### src/rtl/nibble_alu_seq.sv
// nibble_alu_seq
//   Sequential 4-bit arithmetic unit. The active-low KEY_GO pushbutton is
//   synchronized and debounced. Each debounced press latches the operands and
//   the op select, then runs one operation:
//     - ADD and SUB take a single CALC cycle.
//     - MUL is a 4-step shift-add.
//     - DIV is a 4-step restoring divide.
//   The 8-bit RESULT feeds two hex-digit decoders: [3:0] low digit, [7:4] high.
//
// Ports
//   CLK      in   1  system clock, rising edge
//   RST_N    in   1  asynchronous active-low reset
//   SW_A     in   4  operand A, unsigned
//   SW_B     in   4  operand B, unsigned
//   SW_SEL0  in   1  op select bit 0
//   SW_SEL1  in   1  op select bit 1 (00 ADD, 01 SUB, 10 MUL, 11 DIV)
//   KEY_GO   in   1  pushbutton, 0 = pressed, asynchronous to CLK
//   RESULT   out  8  registered result; DIV packs {remainder, quotient}
//   BUSY     out  1  high while an operation is in flight
//   DONE     out  1  one-cycle pulse on the edge RESULT updates
//   ERR      out  1  divide-by-zero flag, held until the next accepted op
module nibble_alu_seq #(
  parameter int DB_CYCLES = 50000
) (
  input  logic       CLK,
  input  logic       RST_N,
  input  logic [3:0] SW_A,
  input  logic [3:0] SW_B,
  input  logic       SW_SEL0,
  input  logic       SW_SEL1,
  input  logic       KEY_GO,
  output logic [7:0] RESULT,
  output logic       BUSY,
  output logic       DONE,
  output logic       ERR
);

  localparam int CNT_W = $clog2(DB_CYCLES + 1);
  localparam logic [CNT_W-1:0] DB_LAST = CNT_W'(DB_CYCLES - 1);

  typedef enum logic [1:0] {IDLE, CALC, FINISH} state_t;
  typedef enum logic [1:0] {OP_ADD, OP_SUB, OP_MUL, OP_DIV} op_t;

  state_t state, state_next;

  logic             key_s1, key_s2;
  logic             db_level, db_prev;
  logic [CNT_W-1:0] db_cnt;
  logic             go;

  logic [1:0] iter;
  logic       iter_last;

  op_t        op;
  logic [3:0] op_a, op_b;
  logic [7:0] acc;
  logic [7:0] mcand;
  logic [3:0] mplier;
  logic [4:0] rem;
  logic [3:0] quot;

  // Single-cycle add/subtract. The difference is formed as a signed value
  // and truncated to 8 bits, giving two's complement wrap (3-5 = 8'hFE).
  function automatic logic [7:0] addsub(input logic [3:0] a, input logic [3:0] b,
                                        input logic sub);
    logic signed [8:0] diff;
    diff = $signed({5'b0, a}) - $signed({5'b0, b});
    return sub ? diff[7:0] : ({4'b0, a} + {4'b0, b});
  endfunction

  // One shift-add multiply step: add the shifted multiplicand when the
  // current multiplier LSB is set.
  function automatic logic [7:0] mul_acc(input logic [7:0] a_acc,
                                         input logic [7:0] a_mcand,
                                         input logic       a_bit);
    return a_bit ? (a_acc + a_mcand) : a_acc;
  endfunction

  // One restoring-divide step. The next dividend bit shifts into the partial
  // remainder. The divisor is subtracted only if it fits. The quotient register
  // doubles as the dividend shift register.
  function automatic logic [8:0] div_step(input logic [4:0] a_rem,
                                          input logic [3:0] a_quot,
                                          input logic [3:0] a_div);
    logic [5:0] sh;
    sh = {a_rem, a_quot[3]};
    if (sh >= {2'b0, a_div})
      return {5'(sh - {2'b0, a_div}), a_quot[2:0], 1'b1};
    else
      return {5'(sh), a_quot[2:0], 1'b0};
  endfunction

  // Key input: two-flop synchronizer, then debounce. The debounced level
  // only follows the synced level after DB_CYCLES consecutive differing
  // samples. Any agreeing sample restarts the count.
  always_ff @(posedge CLK or negedge RST_N) begin
    if (!RST_N) begin
      key_s1   <= 1'b1;
      key_s2   <= 1'b1;
      db_level <= 1'b1;
      db_prev  <= 1'b1;
      db_cnt   <= '0;
    end else begin
      key_s1  <= KEY_GO;
      key_s2  <= key_s1;
      db_prev <= db_level;
      if (key_s2 == db_level) begin
        db_cnt <= '0;
      end else if (db_cnt == DB_LAST) begin
        db_level <= key_s2;
        db_cnt   <= '0;
      end else begin
        db_cnt <= db_cnt + 1'b1;
      end
    end
  end

  // Press = debounced falling edge; a held key therefore yields one pulse.
  assign go = db_prev & ~db_level;

  assign iter_last = (op == OP_MUL || op == OP_DIV) ? (iter == 2'd3) : (iter == 2'd0);

  always_comb begin
    state_next = state;
    unique case (state)
      IDLE:    if (go) state_next = CALC;
      CALC:    if (iter_last) state_next = FINISH;
      FINISH:  state_next = IDLE;
      default: state_next = IDLE;
    endcase
  end

  assign BUSY = (state != IDLE);

  // Control: state, iteration count and the visible outputs.
  always_ff @(posedge CLK or negedge RST_N) begin
    if (!RST_N) begin
      state  <= IDLE;
      iter   <= '0;
      RESULT <= '0;
      DONE   <= 1'b0;
      ERR    <= 1'b0;
    end else begin
      state <= state_next;
      DONE  <= (state == FINISH);
      if (state == IDLE && go) begin
        iter <= '0;
        ERR  <= 1'b0;
      end else if (state == CALC) begin
        iter <= iter + 1'b1;
      end
      if (state == FINISH) begin
        if (op == OP_DIV) begin
          RESULT <= (op_b == 4'd0) ? 8'hFF : {rem[3:0], quot};
          ERR    <= (op_b == 4'd0);
        end else begin
          RESULT <= acc;
        end
      end
    end
  end

  // Datapath: operands are captured at the accepting edge, so later switch
  // movement cannot disturb the operation in flight.
  always_ff @(posedge CLK) begin
    if (state == IDLE && go) begin
      op     <= op_t'({SW_SEL1, SW_SEL0});
      op_a   <= SW_A;
      op_b   <= SW_B;
      acc    <= '0;
      mcand  <= {4'b0, SW_A};
      mplier <= SW_B;
      rem    <= '0;
      quot   <= SW_A;
    end else if (state == CALC) begin
      unique case (op)
        OP_ADD: acc <= addsub(op_a, op_b, 1'b0);
        OP_SUB: acc <= addsub(op_a, op_b, 1'b1);
        OP_MUL: begin
          acc    <= mul_acc(acc, mcand, mplier[0]);
          mcand  <= mcand << 1;
          mplier <= mplier >> 1;
        end
        OP_DIV: {rem, quot} <= div_step(rem, quot, op_b);
        default: acc <= acc;
      endcase
    end
  end

endmodule
### config.mk
export PLATFORM = sky130hd
export DESIGN_NAME = nibble_alu_seq
export DESIGN_NICKNAME = d
export VERILOG_FILES = /design/src/rtl/nibble_alu_seq.sv
export SDC_FILE = /design/constraint.sdc
export NUM_CORES = 1
export LEC_CHECK = 0
export ABC_AREA = 1
export CAP_MARGIN = 10
export CORE_MARGIN = 5
export CORE_UTILIZATION = 54
export DETAILED_ROUTE_END_ITERATION = 10
export MAX_ROUTING_LAYER = met4
export PLACE_DENSITY = 0.85
export RECOVER_POWER = 50
export SLEW_MARGIN = 20
export SYNTH_ARGS = -nofsm -noshare
export SYNTH_HDL_FRONTEND = slang
export SYNTH_SLANG_ARGS = --single-unit
### constraint.sdc
create_clock -name CLK -period 1.6 [get_ports CLK]
set_input_delay 0.32 -clock CLK [delete_from_list [all_inputs] [get_ports CLK]]
set_output_delay 0.32 -clock CLK [all_outputs]
set_load 0.05 [all_outputs]
==> results of run 1 <==
[kinds of logic after synthesis]
group	share of synthesized area
AND/OR/NAND/NOR	0.239
XOR/XNOR	0.0282
flip-flops	0.460
multiplexers	0.00248
adder cells (fa/ha/maj)	0.0974
buffers and inverters	0.0701
AO/OA/AOI/OAI	0.102
[worst paths after layout]
path	from	endpoint	cells past startpoint
setup reg to reg	op_a[0]$_DFFE_PP_	acc[6]$_SDFFE_PP0P_	11
min in group asynchronous	RST_N	db_cnt[7]$_DFF_PN0_	2
hold reg to reg	key_s1$_DFF_PN1_	key_s2$_DFF_PN1_	0
max in group asynchronous	RST_N	RESULT[2]$_DFFE_PN0P_	2
hold / removal	key_s1$_DFF_PN1_	key_s2$_DFF_PN1_	0
setup / recovery	op_a[0]$_DFFE_PP_	acc[6]$_SDFFE_PP0P_	11
[final cells by class]
| type | count | area share |
|---|---|---|
| clock inverter | 6 | 0.0142 |
| sequential | 73 | 0.364 |
| tap | 99 | 0.0243 |
| multi-input combinational | 324 | 0.410 |
| inverter | 54 | 0.0427 |
| timing repair buffer | 73 | 0.115 |
| clock buffer | 10 | 0.0292 |
[layer usage]
layer,wire length (um),track usage
met5,0,-
met4,416,0.104
met3,605,0.0527
met2,5620,0.418
met1,4070,0.267
[metrics by stage]
step	area [um2]	utilization
floorplan	4070	-
global placement	4690	0.647
detailed placement	4690	0.647
CTS	5020	0.692
global route	5090	0.702
finish	5090	0.702
[flip-flops by register name, indices dropped and copies added, names as in the netlist, 2 cells and up]
signal,count
state,2
mcand,8
quot,4
rem,5
op_b,4
op,2
db_cnt,16
mplier,4
acc,8
RESULT,8
iter,2
op_a,4
[power groups by stage]
stage	clock [W]	sequential, W	combinational (W)
2_1_floorplan	0	0.00197	0.0000206
3_3_place_gp	0	0.00197	0.0000781
3_5_place_dp	0	0.00197	0.0000816
4_1_cts	0.00164	0.00193	0.0000826
5_1_grt	0.00173	0.00193	0.0000849
6_report	0.00165	0.00193	0.0000757
[worst reg2reg max path: stages, from the launching register on]
cell,delay [ps]
edfxtp_1,390
inv_1,80
ha_1,170
inv_2,50
fa_2,350
nand2_2,80
a21oi_2,60
nor3_2,200
inv_1,120
nand2_1,110
nand2_1,80
a21oi_2,150
[layout by cell type (no fill, tap or decap), types with 3 or more instances in the layout]
cell type	netlist	layout
fa_2	0	4
xor2_1	9	8
nand2_1	113	106
a21oi_1	27	19
buf_6	3	3
nor3_1	7	7
nand4_1	5	5
xnor2_1	4	4
o21ai_0	25	18
inv_2	3	8
dlygate4sd3_1	0	12
nor2_1	30	29
clkinv_4	1	3
edfxtp_1	22	22
a21oi_2	0	8
inv_1	49	42
nor4_1	4	4
o21ai_1	2	8
nor3b_1	3	3
o221ai_1	8	8
clkbuf_2	0	11
nor2_2	2	3
ha_4	0	6
clkbuf_8	0	9
dfrtp_1	30	30
nand3_1	32	31
nand3_2	4	5
ha_1	25	17
nand2_2	1	6
buf_4	2	45
dfxtp_1	17	17
dfstp_2	4	3
[what timing repair did]
action / in CTS / in global routing
setup endpoints to repair: 24 / 50
pin swaps: 8 / 5
setup buffers: 1 / 5
resized for setup: 27 / 26
cloned: 1 / 0
==> results.md, run 1 <==
- Register-to-register setup slack: -310 ps
- GRT overflow: 0
- Worst skew pair latency: 370 ps
- Initial antenna violation count: 0
- Number of global-route vias before repair: 3504
- Part of the power in registers: 0.528
- Reg clk slew, reported paths: 90 ps
- Failing checks: setup timing
- Tightest Hold Check Type: flip-flop to flip-flop
- Switch share: 0.236
- Diode count: 0
- Number of placement rows: 31
- Post-synthesis register bit count: 73
- # setup viols final: 54
- Max-cap violations: 0
- Die Y: 96.4 um
- Peak VDD IR: 0.000578 V
- Place WS: -238 ps
- Die area: 0.00930 mm2
- Crit Path Max Fanout: 3
- Largest net degree at the start of global routing: 35
- CTS Hold Buffers Added: 0
- Logic pwr share: 0.021
- Buf/Inv on CP: 3
- Internal: 0.00279 W
- Via count: 3598
- Storage cell area: 0.00186 mm2
- CP max stage delay: 390 ps
- Layout cells sized above 1: 0.261
- Final slew viol count: 0
- Share of synthesized flip-flops with an asynchronous set or reset: 0.466
- Initial DRC count: 267
- Syn_area_per_cell: 8.77 um2
- Drt total wl: 10700 um
- Gr usage total: 0.241
- Final worst setup slack: -308 ps
- Worst slew margin: 0.412
- CTS tree: done
- CTS Buf Count: 9
- Global-route wire length before repair: 16600 um
- I/O pins: 24
- Clock Path Buffers: 2
- Min Hold Slack: 364 ps
- H-tree Lvls: 3
- Critical Path Start Type: flip-flop
- Power Dens Cells: 716 mW/mm2
- Final Wtd Congestion: 0.916
- Drt first pass iters: 6
- Clock sink total: 73
- Top-count cell post-synth: nand2_1
- Mapped cell area: 0.00403 mm2
- Peak Freq: 524 MHz
- Delay-heaviest family, CP: adder cells
- Leak pwr: 2.33 nW
- Final cell count without fillers: 639
- Slowest stage cell, crit path: edfxtp_1
- Hpwl dp: 7180 um
- Switch Pwr: 0.000861 W
- Min Tclk post-route: 1910 ps
- Total power: 0.00365 W
- Synth Flop Type: dfrtp_1
- Placed Cells incl. Taps: 616
- Post-detailed-route count of antenna-violating nets: 0
- Least-Margin Pin Slew: 881 ps
- Critical path class: flip-flop to flip-flop
- DRC: 0
- Root buf cell: clkbuf_8
- Multi-input gate area: 0.00209 mm2
- Status: complete, but fails checks
- CP Cell Sequence: inv_1 > ha_1 > inv_2 > fa_2 > nand2_2 > a21oi_2 > nor3_2 > inv_1 > nand2_1 > nand2_1 > a21oi_2
- CP Data Arrival Time: 2210 ps
- Final nets: 577
- Largest cells by area after synthesis: dfrtp_1, edfxtp_1, nand2_1
- Post-DR vias/cell: 5.63
- Largest area contributor in the netlist: dfrtp_1
- Core region area: 0.00725 mm2
- Final Skew: 9.53 ps
- CP Data Required Time: 1900 ps
- Starting density of the core: 0.556
- Die width: 96.4 um
- DR WL/cell: 16.8 um
- Commonest cells post-synth: nand2_1, inv_1, nand3_1, dfrtp_1, nor2_1
- Syn nets: 502
- Post-synth top area share: 0.186
- Cells after Synth: 460
- Clock group share of total power: 0.451
- Tcrit/Tclk final: 1.19
- Layout area overhead: 26.3%
- Final Hold Fails: 0
- Final TNS setup: -6630 ps
- Sequential area share after synthesis: 0.460
- Fillers: 515
- RSZ-0062 raised after global routing: true
- Distinct cells, synth: 43
- Yosys warning count: 0
- EDFF count, synth: 22
- Critical path endpoint category: flip-flop
- PortBufs: 23
(Power assumes the default switching activity.)
==> run 2, diff against run 1 <==
- SETUP_SLACK_MARGIN: default -> 0.02
==> results.md, run 2 (synthesized netlist as in run 1, its figures left out) <==
- CTS tree: done
- Failing checks: setup timing
- Worst skew pair latency: 370 ps
- Leak pwr: 2.43 nW
- Post-detailed-route count of antenna-violating nets: 0
- Reg clk slew, reported paths: 90 ps
- Min Hold Slack: 360 ps
- Number of placement rows: 31
- GRT overflow: 0
- Via count: 3682
- Hpwl dp: 7370 um
- Final Hold Fails: 0
- Worst r2r src: op_b[0]$_DFFE_PP_
- Final Skew: 12.5 ps
- Global-route wire length before repair: 16900 um
- Capture point of the worst reg-to-reg path: rem[0]$_SDFFE_PP0P_
- CP Data Required Time: 1850 ps
- Post-DR vias/cell: 5.65
- Final TNS setup: -1580 ps
- CTS Buf Count: 9
- DR WL/cell: 17.3 um
- Endpoint, Worst Hold: key_s2$_DFF_PN1_
- Critical Path Start Type: flip-flop
- DRC: 0
- RSZ-0062 raised after global routing: true
- Fin area: 0.00532 mm2
- Drt total wl: 11300 um
- Gr usage total: 0.246
- Register-to-register setup slack: -190 ps
- Layout cells sized above 1: 0.313
- Total power: 0.00364 W
- CTS Hold Buffers Added: 0
- Clock sink total: 73
- Largest net degree at the start of global routing: 26
- Area after DPL: 0.00467 mm2
- Tcrit/Tclk final: 1.12
- Peak Freq: 559 MHz
- Place WS: -221 ps
- Core region area: 0.00725 mm2
- Max-cap violations: 0
- Root buf cell: clkbuf_8
- Status: complete, but fails checks
- Clock Path Buffers: 2
- Hold Crit Depth: 0
- Power Dens Cells: 685 mW/mm2
- Max reg flops: 16
- Final nets: 590
- Die area: 0.00930 mm2
- Diode count: 0
- Worst slew margin: 0.506
- I/O pins: 24
- Peak VDD IR: 0.000623 V
- H-tree Lvls: 3
- Number of global-route vias before repair: 3722
- Die Y: 96.4 um
- # setup viols final: 13
- CP Data Arrival Time: 2040 ps
- PortBufs: 23
- Final worst setup slack: -190 ps
- Initial antenna violation count: 0
- Drt first pass iters: 5
- Critical path class: flip-flop to flip-flop
- Most common cell after layout, fill and taps aside: nand2_1
- Crit Path Max Fanout: 5
- Starting density of the core: 0.556
- Cells on worst reg2reg path: 7
- Tightest Hold Check Type: flip-flop to flip-flop
- Critical path endpoint category: flip-flop
- Most frequent cells in the layout: nand2_1, buf_4, inv_1
- Hold Crit Start: key_s1$_DFF_PN1_
- Min Tclk post-route: 1790 ps
- Die width: 96.4 um
- Initial DRC count: 284
- Final slew viol count: 0
- Layout area overhead: 31.9%
- Least-Margin Pin Slew: 741 ps
- Reg with most FFs: db_cnt
- Final Wtd Congestion: 0.918
[run 2: repair_timing]
action / in CTS / in global routing
cloned: 1 / 2
endpoints found under the setup margin: 32 / 43
pin swaps: 7 / 13
resized for setup: 40 / 43
buffers inserted: 5 / 13
[run 2: worst max path at each step]
| stage | to | slack [ps] | depth (start not counted) | start |
|---|---|---|---|---|
| after floorplan | mcand[0]$_SDFFCE_PN0P_ | -50 | 7 | state[0]$_DFFE_PN0P_ |
| after global placement | acc[5]$_SDFFE_PP0P_ | -140 | 11 | op_a[0]$_DFFE_PP_ |
| after detailed placement | acc[6]$_SDFFE_PP0P_ | -220 | 11 | op_a[0]$_DFFE_PP_ |
| after CTS | acc[7]$_SDFFE_PP0P_ | -120 | 11 | op_a[0]$_DFFE_PP_ |
| after global routing | acc[2]$_SDFFE_PP0P_ | -280 | 10 | op_a[0]$_DFFE_PP_ |
| final | rem[0]$_SDFFE_PP0P_ | -190 | 7 | op_b[0]$_DFFE_PP_ |
[run 2: power breakdown]
group | internal (W) | switching (W) | leakage [nW]
Clock | 0.000834 | 0.000799 | 0.114
Sequential | 0.00192 | 0.00000754 | 0.788
Combinational | 0.0000365 | 0.0000474 | 1.53
Total | 0.00279 | 0.000854 | 2.43
[run 2: metrics by stage]
stage | instances | utilization
2_1_floorplan | 460 | -
3_3_place_gp | 615 | 0.644
3_5_place_dp | 615 | 0.644
4_1_cts | 637 | 0.700
5_1_grt | 652 | 0.733
6_report | 652 | 0.733
[run 2: area by class of cell]
| type | instances | area, um2 |
|---|---|---|
| inverters | 54 | 220 |
| repair buffers | 85 | 701 |
| fillers | 461 | 1930 |
| well taps | 99 | 124 |
| clock inverters | 6 | 72.6 |
| flip-flops and latches | 73 | 1860 |
| multi-input cells | 325 | 2200 |
| clock buffers | 10 | 149 |
[run 2: critical path: stages (launching register included)]
cell and delay (ps):
edfxtp_1 480, ha_2 240, fa_2 360, o21a_4 240
nand3_4 130, a21oi_2 60, o21ai_1 90, o21ai_1 90
[run 2: routing by layer]
layer  up-vias  share of wire  GRT usage
li1       1714              -          -
met1      1767           0.37      0.258
met2       149           0.52      0.424
met3        52          0.055     0.0550
met4         0          0.054      0.146
met5         -              0          -
==> edit, RTL diff (settings of run 1) <==
Change the parameter `DB_CYCLES` from 50000 to 100000.
--- a/src/rtl/nibble_alu_seq.sv
+++ b/src/rtl/nibble_alu_seq.sv
@@ -22,3 +22,3 @@
 module nibble_alu_seq #(
-  parameter int DB_CYCLES = 50000
+  parameter int DB_CYCLES = 100000
 ) (
Behaviour: no difference found for any inputs over 10 cycles, from zero or initial values and one cycle with RST_N low; that may be too few to reach the edited logic, so the function may still have changed.
==> edit against run 1 <==
- the flow still finishes with violations (negative setup slack)
- power shrank 6.5%
- die area is 0.33% higher
- area after synthesis grew 0.37%
- sequential cell count increased by 1
- final area down 0.17%
- maximum frequency increased by 4.5%
- non-clock buffer count fell by 6
- largest cell class unchanged
- routed wire length down 1.0%
- critical endpoint is now acc[2]
- worst setup slack improved by 0.082 ns
==> edit: results (changes against run 1) <==
The global-route met2 utilization is 43.3% (+1.5 points). Ranked by instance count, the synthesized netlist is headed by nand2_1 (125), inv_1 (52), nor2_1 (38). The met3 capacity usage during global routing is 5.11% (-0.15 points). The worst slew slack as a fraction of its limit came out at 45.6% (+4.4 points). The wire length of the first global-routing pass came out at 16800 microns (+1.0%). The worst IR drop on VDD was 0.651 mV (+13%). The global-route total usage across every layer came out at 24.4% (+0.29 points). The post-detailed-routing wire length came out at 10600 microns (-1.0%). The run finished, with violations left. The number of vias after detailed routing is 3704 (+2.9%).

The async set-reset flop share out of synthesis is 47.3% (+0.72 points). The number of buffers on the longest clock path was 2 (unchanged). The minimum setup slack in the final design is -0.226 ns (+0.0817 ns). The distinct cell type count after synthesis is 37 (-14%). The net count of the finished layout is 591 (+2.4%). Sorting the synthesized cells by area gives the leading types as dfrtp_1 (19%), edfxtp_1 (16%), nand2_1 (12%), dfxtp_1 (8.4%), ha_1 (7.7%). The final setup violation count is 14 (-74%). The number of antenna violations at the first check in global routing came out at 0 (unchanged). The half-perimeter wire length after detailed placement is 7460 microns (+3.9%). The switching part of the total power came out at 24.8% (+1.2 points). The share of cells above drive strength 1 is 25.1% (-1.0 points). The maximum fanout along the worst path came to 3 (unchanged).

The via count of the first global-routing pass came to 3676 (+4.9%). The final setup skew came to 0.00976 ns (+0.000232 ns). The clock-pin slew on the worst setup and hold paths is 0.09 ns (about the same). The fraction of the yosys area taken by sequential cells came out at 46.5% (+0.45 points). The total CTS buffers came out at 9 (unchanged).

The synthesis warning total came out at 0 (unchanged). The leakage component of the power came out at 2.32 nW (-0.41%). The register with the most flip-flops is db_cnt. The global routing met1 resource utilization came out at 25.0% (-1.7 points).

The root buffer cell chosen for the clock tree is clkbuf_8. The initial detailed-routing violation count is 249 (-6.7%). The final weighted congestion of routability-driven global placement was 0.988 (+7.8%). The iteration count of the initial detailed-routing pass is 5 (-1). The data arrival time of the worst path came out at 2.14 ns (-0.07 ns). The total of buffers placed on input and output ports is 23 (unchanged). The number of flip-flops in the largest register came to 17 (+1). The final reports fail on negative setup slack. The number of filler instances in the final layout is 552 (+7.2%).

The clock insertion delay at the later pin of the skew report is 0.38 ns. The path class of the lowest-slack min-delay path is register to register. The post-synth net total is 519 (+3.4%). The largest net degree at the start of global routing came out at 36 (+2.9%).
-- edit: cell families (layout without fill, tap and decap cells) --
logic type | count (synthesis) | in the layout | share of synthesized area [%]
simple gates | 228 | 228 | 25.2
flops | 74 | 74 | 46.5
fa+ha+maj | 29 | 29 | 9.70
xor+xnor | 11 | 11 | 2.38
compound gates | 71 | 71 | 9.80
buf+inv | 64 | 141 | 6.46
-- edit: worst max-delay path: stages (launching register included) --
cell      delay, ns
edfxtp_1       0.45
ha_2           0.21
inv_2          0.04
fa_2           0.36
buf_4          0.16
a21oi_2        0.15
o21ai_1        0.10
nand3_1        0.08
o211ai_1       0.09
a21oi_1        0.13
-- edit: final timing paths --
| path | endpoint | cells past startpoint | start | slack [ns] |
|---|---|---|---|---|
| min in group asynchronous | iter[0] | 2 | RST_N | 0.56 |
| hold / removal | key_s2 | 0 | key_s1 | 0.36 |
| max in group asynchronous | RESULT[7] | 2 | RST_N | 0.52 |
| hold reg to reg | key_s2 | 0 | key_s1 | 0.36 |
| setup reg to reg | acc[2] | 9 | op_b[0] | -0.23 |
| setup / recovery | acc[2] | 9 | op_b[0] | -0.23 |
-- edit: power groups by stage --
stage | logic (mW) | registers, mW | clock network (mW)
2_1_floorplan | 0.0178 | 1.99 | 0
3_3_place_gp | 0.0760 | 1.99 | 0
3_5_place_dp | 0.0784 | 1.99 | 0
4_1_cts | 0.0793 | 1.95 | 1.40
5_1_grt | 0.0811 | 1.95 | 1.48
6_report | 0.0704 | 1.95 | 1.39
-- edit: area by class of cell --
class | count | area, sq um | area share [%]
clock inverter | 7 | 60.1 | 1.18
timing repair buffer | 67 | 522 | 10.3
sequential | 74 | 1880 | 37.0
tap | 99 | 124 | 2.44
inverter | 58 | 229 | 4.50
clock buffer | 9 | 124 | 2.44
multi-input combinational | 339 | 2150 | 42.2
-- edit: through the flow --
step	cells	setup WS (ns)	power, mW	setup TNS, ns	instance area, sq um
after global routing	653	-0.304	3.52	-3.55	5090
after global placement	627	-0.178	2.07	-1.14	4700
after floorplan	477	-0.108	2.01	-2.39	4110
after detailed placement	627	-0.255	2.07	-2.23	4700
final	653	-0.226	3.41	-2.16	5090
after CTS	647	-0.148	3.43	-1.27	5020
-- edit: what timing repair did --
item                                    4_1_cts  5_1_grt
endpoints found under the setup margin       27       47
setup buffers                                 4        6
pin swaps                                     5       12
gates resized for setup                      28       26
hold buffers                                  0        0
-- edit: routing by layer --
metal	wire length, microns	vias up
met5	0	-
met1	3800	1740
met4	519	0
li1	-	1741
met2	5660	167
met3	625	56
